## src/rtl/fsm_initiator.sv

```systemverilog
// Initiator side of the start/done job handshake: issues one start pulse per job of a batch,
// waits for done with a per-job watchdog, and inserts a fixed idle gap between jobs.
module fsm_initiator #(
    parameter int unsigned CNT_W      = 8,
    parameter int unsigned TIMEOUT    = 16,
    parameter int unsigned GAP_CYCLES = 2
) (
    input  logic             clk,
    input  logic             n_rst,
    input  logic             go,
    input  logic [CNT_W-1:0] num_jobs,
    input  logic             abort,
    input  logic             done,
    output logic             start,
    output logic             busy,
    output logic [1:0]       state_out,
    output logic [CNT_W-1:0] jobs_done,
    output logic             batch_done,
    output logic             timeout_err
);

    localparam int unsigned TmrW = $clog2(TIMEOUT + 1);
    localparam int unsigned GapW = $clog2(GAP_CYCLES + 1);

    typedef enum logic [1:0] {
        StIdle  = 2'b00,
        StStart = 2'b01,
        StWait  = 2'b10,
        StGap   = 2'b11
    } state_e;

    state_e           state_q;
    logic [CNT_W-1:0] remaining_q;
    logic [CNT_W-1:0] jobs_done_q;
    logic [TmrW-1:0]  timer_q;
    logic [GapW-1:0]  gap_q;
    logic             batch_done_q;
    logic             timeout_err_q;

    always_ff @(posedge clk or negedge n_rst) begin
        if (!n_rst) begin
            state_q       <= StIdle;
            remaining_q   <= '0;
            jobs_done_q   <= '0;
            timer_q       <= '0;
            gap_q         <= '0;
            batch_done_q  <= 1'b0;
            timeout_err_q <= 1'b0;
        end else begin
            batch_done_q <= 1'b0;
            case (state_q)
                StIdle: begin
                    if (go) begin
                        jobs_done_q   <= '0;
                        timeout_err_q <= 1'b0;
                        if (num_jobs != '0) begin
                            remaining_q <= num_jobs;
                            state_q     <= StStart;
                        end else begin
                            batch_done_q <= 1'b1;
                        end
                    end
                end
                StStart: begin
                    if (abort) begin
                        state_q <= StIdle;
                    end else begin
                        timer_q <= '0;
                        state_q <= StWait;
                    end
                end
                StWait: begin
                    // abort beats done, done beats the watchdog in its final cycle
                    if (abort) begin
                        state_q <= StIdle;
                    end else if (done) begin
                        jobs_done_q <= jobs_done_q + CNT_W'(1);
                        remaining_q <= remaining_q - CNT_W'(1);
                        if (remaining_q == CNT_W'(1)) begin
                            batch_done_q <= 1'b1;
                            state_q      <= StIdle;
                        end else begin
                            gap_q   <= '0;
                            state_q <= StGap;
                        end
                    end else if (timer_q == TmrW'(TIMEOUT - 1)) begin
                        timer_q       <= TmrW'(TIMEOUT);
                        timeout_err_q <= 1'b1;
                        state_q       <= StIdle;
                    end else begin
                        timer_q <= timer_q + TmrW'(1);
                    end
                end
                StGap: begin
                    if (abort) begin
                        state_q <= StIdle;
                    end else if (gap_q == GapW'(GAP_CYCLES - 1)) begin
                        state_q <= StStart;
                    end else begin
                        gap_q <= gap_q + GapW'(1);
                    end
                end
                default: state_q <= StIdle;
            endcase
        end
    end

    assign start       = (state_q == StStart);
    assign busy        = (state_q != StIdle);
    assign state_out   = state_q;
    assign jobs_done   = jobs_done_q;
    assign batch_done  = batch_done_q;
    assign timeout_err = timeout_err_q;

endmodule

```

## config.mk

```make
export PLATFORM = sky130hd
export DESIGN_NAME = fsm_initiator
export DESIGN_NICKNAME = d
export VERILOG_FILES = /design/src/rtl/fsm_initiator.sv
export SDC_FILE = /design/constraint.sdc
export NUM_CORES = 1
export LEC_CHECK = 0
export BUFFER_PORTS_ARGS = -buffer_cell sky130_fd_sc_hd__buf_4
export CORE_ASPECT_RATIO = 0.5
export CORE_MARGIN = 5
export CORE_UTILIZATION = 45
export CTS_CLUSTER_SIZE = 16
export DETAILED_ROUTE_END_ITERATION = 8
export GPL_ROUTABILITY_DRIVEN = 0
export GPL_TIMING_DRIVEN = 0
export PLACE_DENSITY = 0.71
export SLEW_MARGIN = 0
export SYNTH_ARGS = -nofsm -noshare
export SYNTH_HDL_FRONTEND = slang
export SYNTH_SLANG_ARGS = --single-unit
```

## constraint.sdc

```tcl
create_clock -name clk -period 1.7 [get_ports clk]
set_input_delay 0.17 -clock clk [delete_from_list [all_inputs] [get_ports clk]]
set_output_delay 0.17 -clock clk [all_outputs]
set_load 0.02 [all_outputs]
```

==> qor.yml <==
run_status:
  status: "completed"
min_path:
  hold_path_class: "input pin to register"
  hp-start: "go"
  whs_endpoint: "jobs_done[5]"
  hold_depth: 2
yosys:
  ys_ff_latch: 27
  synth_flop_cell: "dfrtp_1"
  ys_async_sr_fraction_pct: 100
  yosysMostFrequentCell: "dfrtp_1"
  synth_cell_types: 49
  synth_edf_count: 0
  synthTopCellsByArea: "dfrtp_1, ha_1, a21oi_1"
  synth_top_cells_by_count: "dfrtp_1, a21oi_1, nor2_1, o21ai_0, inv_1"
  syn_area_per_cell_sq_um: 10.1
  netlist_area_sq_um: 1590
  syn_inst: 158
  ys_seq_area_share_pct: 42.5
  synth_nets: 177
  yosysWarningCount: 0
  synth_area_leader_cell: "dfrtp_1"
  synth_top_area_share_pct: 42.5
cts:
  cts_made_buffers: 3
  cts_buffer_depth: 2
  clk_latency_ns: 0.28
  numClockSinks: 27
  htreeDepth: 1
  cts_root_buf: "clkbuf_8"
  cts_tree: "yes"
  clk_pin_slew_ns: 0.10
floorplan:
  start_util_pct: 46.6
  core_sq_um: 3420
  rows: 15
  die-area_sq_um: 4900
  die_h_microns: 52.1
  fp.dieW_microns: 94.1
  num_io_pins: 27
cells_and_area:
  finalNonFillerCells: 251
  fill_cells: 310
  nNetsFinal: 220
  area_growth_pct: 30.1
  drive_above_1_share_pct: 35.5
  antenna_cells: 0
power_and_ir_drop:
  powerDensity_nw_per_um2: 1450
  p_leak_nw: 0.911
  peakVddDrop_mv: 0.791
sta:
  setup_viol: 0
  layout_min_cycle_time_ns: 1.63
  rsz0062_at_grt: "false"
  fmaxAchievable_mhz: 613
  relSlewSlack_pct: 66.3
  finalCritPeriodShare_pct: 96.0
  hold_violations: 0
  setup_tns_ns: 0
  fin_skew_ns: 0.00668
  drv_slew: 0
  worstMarginPinSlew_ns: 0.505
place:
  hpwlAfterDp_mm: 2.80
  port-buffer-count: 26
  dp.cells: 235
worst_setup_path:
  worstRegToRegCells: 5
  cp_max_fo: 4
  cp-end-kind: "register"
  slowest_delay_ns: 0.49
  regToRegEndpoint: "timer_q[2]"
  required_ns: 1.91
  crit_path_top_delay_cell: "or4b_1"
  worstSetupPathType: "register to register"
  r2r_setup_slack_ns: 0.07
  r2r-start: "timer_q[0]"
  start_kind: "register"
  crit_arrival_ns: 1.84
  crit_chain: "ha_2 -> and3_4 -> ha_4 -> or4b_1 -> o21ai_1"
  crit_start: "timer_q[0]"
global_route:
  grt_pass1_vias: 1350
  antenna_found_initial: 0
  grt_first_pass_wirelength_mm: 6.67
  track_usage_pct: 17.5
  grt.overflow.total: 0
  grt_max_degree: 28
routing:
  vias: 1444
  drt-wirelength-per-cell_microns: 16.4
  first_pass_iters: 4
  postRouteAntennaNets: 0
  via_per_inst: 5.75
  dr.first_iter.drc_count: 59
  drc: 0
  wirelength_mm: 4.12
run:
  maxCapViolCount: 0
[metal layers]
metal	vias up	global-route usage, %	part of all wire [%]
li1	683	-	-
met1	714	25.7	48
met2	42	26.8	46
met3	5	3.76	5.2
met4	0	2.88	0.56
met5	-	0	0
[sequential cells by signal, summed over array words and instances (netlist names)]
| register | flops |
|---|---|
| state_out | 2 |
| timer_q | 5 |
| batch_done | 1 |
| jobs_done | 8 |
| timeout_err | 1 |
| gap_q | 2 |
| remaining_q | 8 |
[where the power goes]
group | leakage [nW] | total [mW] | switching (mW) | internal, mW
logic | 0.536 | 1.54 | 0.827 | 0.716
clock network | 0.0228 | 0.384 | 0.216 | 0.169
registers | 0.352 | 1.07 | 0.243 | 0.826
[kinds of logic after synthesis]
logic type / Yosys count / synth area share (%)
AO/OA/AOI/OAI: 55 / 24.1
XOR/XNOR: 4 / 2.20
adder cells (fa/ha/maj): 6 / 4.72
AND/OR/NAND/NOR: 50 / 20.8
multiplexers: 2 / 1.34
buffers and inverters: 14 / 4.48
flip-flops: 27 / 42.5
[placed cells by master, fill, tap and decap left out, drive strengths merged, types with 5 or more instances in the layout]
| master | Yosys | layout |
|---|---|---|
| o31ai | 6 | 6 |
| nor4 | 5 | 5 |
| clkbuf | 2 | 7 |
| nor2 | 10 | 10 |
| buf | 5 | 41 |
| a21oi | 12 | 12 |
| o21ai | 16 | 16 |
| inv | 7 | 7 |
| ha | 6 | 6 |
| dfrtp | 27 | 27 |
[what timing repair did]
action                                 4_1_cts  5_1_grt
hold buffers                                 1        0
setup buffers                                4        6
gates resized for setup                      8       14
setup endpoints to repair                   14       11
endpoints found under the hold margin       27        0
pin swaps                                    3        4
cloned                                       0        1
[stage by stage]
stage | hold WS, ns | util [%] | setup WS, ns | power (mW) | area, sq um
4_1_cts | 0.144 | 57.7 | 0.00504 | 2.81 | 1970
3_5_place_dp | 0.106 | 54.2 | -0.154 | 2.31 | 1850
2_1_floorplan | -0.126 | - | 0.0456 | 1.92 | 1590
6_report | 0.142 | 60.6 | 0.0683 | 3.00 | 2070
3_3_place_gp | 0.107 | 54.2 | -0.141 | 2.27 | 1850
5_1_grt | 0.134 | 60.6 | 0.0105 | 3.21 | 2070
[final cells by class]
class	instances	area, sq um	area share, %
plain buffers	7	50.0	2.42
clock buffers	4	45.0	2.18
inverters	7	26.3	1.27
flip-flops and latches	27	678	32.7
well taps	51	63.8	3.08
multi-input cells	117	922	44.5
repair buffers	38	285	13.8
[worst max path at each step]
stage | end | slack, ns | cells past startpoint
3_5_place_dp | timer_q[0] | -0.15 | 5
2_1_floorplan | timer_q[0] | 0.05 | 5
4_1_cts | timer_q[2] | 0.005 | 5
5_1_grt | state_out[1] | 0.01 | 5
6_report | timer_q[2] | 0.07 | 5
3_3_place_gp | timer_q[0] | -0.14 | 5
[worst max-delay path: cells and delay by family, from the launching register on]
family	cells	cell delay [ns]
AO/OA/AOI/OAI	1	0.12
adder cells (fa/ha/maj)	2	0.37
flip-flops	1	0.40
AND/OR/NAND/NOR	2	0.67
(Power assumes the default switching activity.)
